===== config.mk =====
export PLATFORM = sky130hd
export DESIGN_NAME = uart_rx
export DESIGN_NICKNAME = d
export VERILOG_FILES = /design/src/rtl/uart_rx.sv
export SDC_FILE = /design/constraint.sdc
export NUM_CORES = 1
export LEC_CHECK = 0
export ABC_AREA = 1
export CORE_ASPECT_RATIO = 1.25
export CORE_MARGIN = 8
export CORE_UTILIZATION = 50
export CTS_CLUSTER_SIZE = 10
export DETAILED_ROUTE_END_ITERATION = 8
export PLACE_DENSITY_LB_ADDON = 0.25
export SYNTH_ARGS = -nofsm -noshare
export SYNTH_HDL_FRONTEND = slang
export SYNTH_SLANG_ARGS = --single-unit

===== constraint.sdc =====
create_clock -name clk_i -period 1.9 [get_ports clk_i]
set_clock_uncertainty 0.2 [all_clocks]
set_input_delay 0.38 -clock clk_i [delete_from_list [all_inputs] [get_ports clk_i]]
set_output_delay 0.38 -clock clk_i [all_outputs]
set_load 0.01 [all_outputs]

===== src/rtl/uart_rx.sv =====
// uart_rx: 8N1 serial receiver with mid-bit sampling,
// framing-error and overrun reporting, valid/ack holding register.
module uart_rx #(
  parameter int TicksPerBaud = 0,
  parameter bit InvertData   = 1'b0
) (
  input  logic       clk_i,
  input  logic       rst_ni,
  input  logic       rx,
  input  logic       ack,
  output logic       stb,
  output logic [7:0] data,
  output logic       frame_err,
  output logic       overrun
);

  localparam int CW = (TicksPerBaud < 4) ? 2 : $clog2(TicksPerBaud);
  localparam logic [CW-1:0] HALF = CW'(TicksPerBaud / 2 - 1);
  localparam logic [CW-1:0] FULL = CW'(TicksPerBaud - 1);

  typedef enum logic [2:0] {
    S_IDLE,
    S_START,
    S_DATA,
    S_STOP,
    S_BREAK
  } state_e;

  state_e          state_q, state_d;
  logic [CW-1:0]   baud_q, baud_d;
  logic [2:0]      bit_q, bit_d;
  logic [7:0]      shf_q, shf_d;
  logic [7:0]      data_q, data_d;
  logic            stb_q, stb_d;
  logic            fe_q, fe_d;
  logic            ov_q, ov_d;
  logic            sync1_q;
  logic            rx_s_q;

  // Two-flop synchroniser for the asynchronous line, idles high.
  always_ff @(posedge clk_i or negedge rst_ni) begin
    if (!rst_ni) begin
      sync1_q <= 1'b1;
      rx_s_q  <= 1'b1;
    end else begin
      sync1_q <= rx;
      rx_s_q  <= sync1_q;
    end
  end

  // State, counters, shift register and output holding register.
  always_ff @(posedge clk_i or negedge rst_ni) begin
    if (!rst_ni) begin
      state_q <= S_IDLE;
      baud_q  <= '0;
      bit_q   <= '0;
      shf_q   <= '0;
      data_q  <= '0;
      stb_q   <= 1'b0;
      fe_q    <= 1'b0;
      ov_q    <= 1'b0;
    end else begin
      state_q <= state_d;
      baud_q  <= baud_d;
      bit_q   <= bit_d;
      shf_q   <= shf_d;
      data_q  <= data_d;
      stb_q   <= stb_d;
      fe_q    <= fe_d;
      ov_q    <= ov_d;
    end
  end

  // Frame sequencing, bit sampling and delivery decisions.
  always_comb begin
    state_d = state_q;
    baud_d  = baud_q;
    bit_d   = bit_q;
    shf_d   = shf_q;
    data_d  = data_q;
    stb_d   = stb_q;
    fe_d    = 1'b0;
    ov_d    = 1'b0;

    if (stb_q && ack) begin
      stb_d = 1'b0;
    end

    unique case (state_q)
      S_IDLE: begin
        if (!rx_s_q) begin
          state_d = S_START;
          baud_d  = '0;
        end
      end
      S_START: begin
        if (baud_q == HALF) begin
          baud_d  = '0;
          bit_d   = '0;
          state_d = rx_s_q ? S_IDLE : S_DATA;
        end else begin
          baud_d = baud_q + 1'b1;
        end
      end
      S_DATA: begin
        if (baud_q == FULL) begin
          baud_d = '0;
          shf_d  = {rx_s_q, shf_q[7:1]};
          bit_d  = bit_q + 1'b1;
          if (bit_q == 3'd7) begin
            state_d = S_STOP;
          end
        end else begin
          baud_d = baud_q + 1'b1;
        end
      end
      S_STOP: begin
        if (baud_q == FULL) begin
          baud_d = '0;
          if (rx_s_q) begin
            state_d = S_IDLE;
            if (!stb_q || ack) begin
              data_d = shf_q ^ {8{InvertData}};
              stb_d  = 1'b1;
            end else begin
              ov_d = 1'b1;
            end
          end else begin
            fe_d    = 1'b1;
            state_d = S_BREAK;
          end
        end else begin
          baud_d = baud_q + 1'b1;
        end
      end
      S_BREAK: begin
        if (rx_s_q) begin
          state_d = S_IDLE;
        end
      end
      default: begin
        state_d = S_IDLE;
      end
    endcase
  end

  assign stb       = stb_q;
  assign data      = data_q;
  assign frame_err = fe_q;
  assign overrun   = ov_q;

endmodule


======== Yosys cells after proc, flatten, opt, wreduce, memory -nomap -nowiden ========
Cells that the tools add are included.
storage, ports and cells
  RAM bits ................................ 0
  bits of input ports ..................... 4
  bits in registers ....................... 29
  output and inout port bits .............. 11
  memory bits (read-only) ................. 0
  word-level logic and storage cells ...... 63
  memories kept ........................... 0
  bits in latches ......................... 0
cells by class
  divide/modulo/power cells ............... 0
  multiplexer cells ....................... 27
  shift operators ......................... 0
  bitwise operators ....................... 0
  $add $sub $neg .......................... 2
  eq/ne operators ......................... 12
  $mul .................................... 0
  $lt $le $gt $ge ......................... 0
  reduce and logical (&&, ||, !) cells .... 12
operator list
  cell                                           number
  two-way mux 3 bit                              9
  one-hot mux 3 bit (5 select lines)             1
  two-way mux 1 bit                              12
  inequality test 2 bit, second input constant   6
  == test 3 x 2 -> 1 bit, second input constant  2
  == test 3 bit, second input constant           2
  two-way mux 2 bit                              3
  one-hot mux 3 bit (2 select lines)             1
  AND reduction 6 bit                            1
  one-hot mux 2 bit (2 select lines)             1
  AND reduction 2 bit                            2
  AND reduction 4 bit                            1
  nonzero test 2 bit                             2
  adder 3 x 1 -> 3 bit, second input constant    1
  == test 3 x 1 -> 1 bit, second input constant  1
  logical NOT 3 bit                              1
  AND reduction 3 bit                            1
  OR reduction 3 bit                             1
  adder 2 x 1 -> 2 bit, second input constant    1
  == test 2 bit, second input constant           1
  logical AND 1 bit                              1
  logical NOT 1 bit                              1
  logical OR 1 bit                               1

======== Longest topological paths before layout ========
  depth after elaboration ................. 6
  depth in mapped cells ................... 8
  gate-level depth less buffers ........... 8

======== Least setup slack after synthesis ========
OpenSTA, ideal clock, no wires.
  path kind ............................... register to register
  from .................................... register rx_s_q
  to ...................................... register data_q[5] (netlist: data[5])
  path slack .............................. 489 ps
  library setup time ...................... 117 ps
  required time ........................... 1583 ps
  period minus slack after synthesis ...... 1411 ps
  path buffers ............................ 1
  cell stages (with the launch flop) ...... 7
  arrival ................................. 1094 ps
  cells stage by stage .................... dfstp_2 -> nand2_1 -> nor2_4 -> nand2_4 -> buf_6 -> nand2_2 -> o21ai_2
on the way
  cells in the longest elaborated chain, start to end .. 1
ends and longest elaborated chain
  element                        RTL line  RTL
  from (decl)                    38        logic rx_s_q;
  from (signal assigned)         47        rx_s_q <= sync1_q;
  AND reduction 4 bit (no line)  --
  to (signal assigned)           67        data_q <= data_d;
  to (decl)                      33        logic [7:0] data_q, data_d;
No other way between the ends.
A chain may end at the register's enable or synchronous reset.

======== Worst setup path after layout ========
  from .................................... register data_q[6] (netlist: data[6])
  to ...................................... output port data[6]
RTL lines
  element    RTL line  RTL
  to (decl)  12        output logic [7:0] data,
No word-level cell between the ends.

==> out/results.txt <==
die area = 4480 um2
buffers plus inverters on the worst setup path = 1
overall die width = 61.5 um
vias per cell = 4.90
startpoint type of the worst setup path = flop
grt ovf = 0
final worst path period need = 1820 ps
non-filler cells, final = 194
Crit Path Category = flop to primary output
Tot GR Track Use = 11.5%
cell area after synthesis = 1290 um2
hold buffer count at CTS = 0
post-synthesis cell type count = 22
Synthesized Nets = 148
area leader, netlist = dfrtp_1
Yosys warning count = 0
most frequent cells in the layout = nand2_1, dfrtp_1, inv_1, clkdlybuf4s50_1
post-CTS sizing = 0
post-route ant nets = 0
Core ar. = 2450 um2
Worst-path clk slew = 90 ps
Net Sw Frac = 35.0%
slowest cell on the critical path = clkdlybuf4s50_1
number of remaining DRC errors = 0
GPL Wtd Cong = 0.889
Int Power = 1.10 mW
cell area power density = 1100 nW/um2
drt total wl = 2180 um
crit path from = data[6]
starting density of the core = 52.7%
worst relative slew slack = 76.5%
Crit. End Element = primary output
Synth Area per Inst = 9.23 um2
I/O Pins = 15
largest delay contributor family on the critical path = buffers and inverters
status = completed
largest net degree at the start of global routing = 30
initial DRC count = 27
commonest non-fill, non-tap cell in the layout = nand2_1
Diodes inserted = 0
CP required = 1320 ps
# clock sinks = 29
Num CTS Buffers = 5
H-tree Lvls = 2
setup TNS = 0 ps
maximum vdd drop = 817 uV
register area share after synthesis = 56.3%
CP Data Arrival Time = 1240 ps
worst hold path stage count = 0
Clock power frac = 25.0%
Cells after DPL = 186
worst-path maximum fanout = 2
worst min path class = flop to flop
Worst Hold Launch = sync1_q
Yosys reg bits = 29
pins over their slew limit = 0
postcts setup bufs = 0
Max Buffers Root-to-Sink = 2
share of layout cells above drive strength 1 = 16.1%
reg-to-reg startpoint = state_q[2]
max-cap violations = 0
Layout area overhead = 18.8%
top cells by area, synth = dfrtp_1, nand2_1, inv_1
post-DP HPWL = 1610 um
WL/cell = 11.2 um
vias in the first global route = 917
port buffer count = 14
Worst Tran Pin Value = 353 ps
TritonRoute pass-1 iters = 4
worst stage delay on the critical path = 540 ps
antenna violations before repair = 0
CP Cell Sequence = clkdlybuf4s50_1
TritonCTS clock tree = yes
Die Y = 72.8 um
Reg power frac = 46.6%
Final Hold Viols = 0
reported net switching power = 590 uW
P_leak = 0.745 nW
RSZ-0062 raised after global routing = false
Setup violations, final = 0
worst r2r path cells = 6
period utilisation layout = 95.6%
Comb power frac = 28.5%
Worst-Skew Late Latency = 330 ps
Nets = 168
Fmax = 551 MHz
Cells after Synth = 140
via count = 950
share of the synthesized area in the top cell type = 52.3%
Crit. path cell count = 1
first-pass GRT wire length = 3770 um
# rows = 20
Root Driver = clkbuf_4
==> Yosys cell counts <==
cell and n:
inv_2 1, nand3_1 9, nor2_4 1, buf_2 1
nand2_1 37, o21ai_0 9, ha_1 4, o21ai_1 2
buf_6 1, a21oi_1 2, o21bai_1 1, nor2_2 2
dfrtp_1 27, nand2_4 1, o22ai_1 2, nor2_1 6
nand3_2 1, inv_1 21, o21ai_2 7, dfstp_2 2
nand2_2 2, nor3_1 1
==> routing by layer <==
metal / global-route usage [%] / routed length [um]
met4: 9.14 / 72
met2: 18.3 / 1050
met3: 3.88 / 107
met1: 11.9 / 946
met5: 0 / 0
==> logic make-up after synthesis <==
kind of cell	synth area share (%)
AOI/OAI and AO/OA	11.3
buffers and inverters	7.65
adders and majority gates	3.87
and+or+nand+nor	20.8
DFF	56.3
==> power groups by stage <==
stage	combinational (mW)	sequential, mW	clock, mW
2_1_floorplan	0.371	0.784	0
3_3_place_gp	0.467	0.788	0
3_5_place_dp	0.483	0.796	0
4_1_cts	0.484	0.785	0.441
5_1_grt	0.558	0.793	0.462
6_report	0.480	0.785	0.421
==> area by class of cell <==
type	count	area [um2]
clock inverters	1	5.00
clock buffers	7	65.1
flip-flops and latches	29	728
inverters	22	82.6
repair buffers	15	148
multi-input cells	87	465
well taps	33	41.3
fillers	229	917
==> flip-flops by register name, indices dropped and copies added, names as in the netlist <==
register   flops
data           8
state_q        3
baud_q         2
overrun        1
rx_s_q         1
shf_q          8
bit_q          3
sync1_q        1
frame_err      1
stb            1
==> through the flow <==
step | hold WS, ps | utilization, % | instance area (um2) | power [mW] | setup WS (ps)
final | 160 | 62.6 | 1540 | 1.69 | 83.6
after global routing | 164 | 62.6 | 1540 | 1.81 | 17.3
after CTS | 163 | 62.6 | 1540 | 1.71 | 49.3
after floorplan | -116 | - | 1290 | 1.15 | 489
after global placement | 148 | 59.7 | 1470 | 1.25 | 263
after detailed placement | 150 | 59.7 | 1470 | 1.28 | 227
==> worst paths after layout <==
kind / to / slack, ps
setup / recovery: data[6] / 80
hold / removal: rx_s_q / 160
setup reg to reg: bit_q[0] / 380
hold reg to reg: rx_s_q / 160
max in group asynchronous: rx_s_q / 980
min in group asynchronous: stb / 220
No activity file was read; power rests on OpenSTA's default activity.
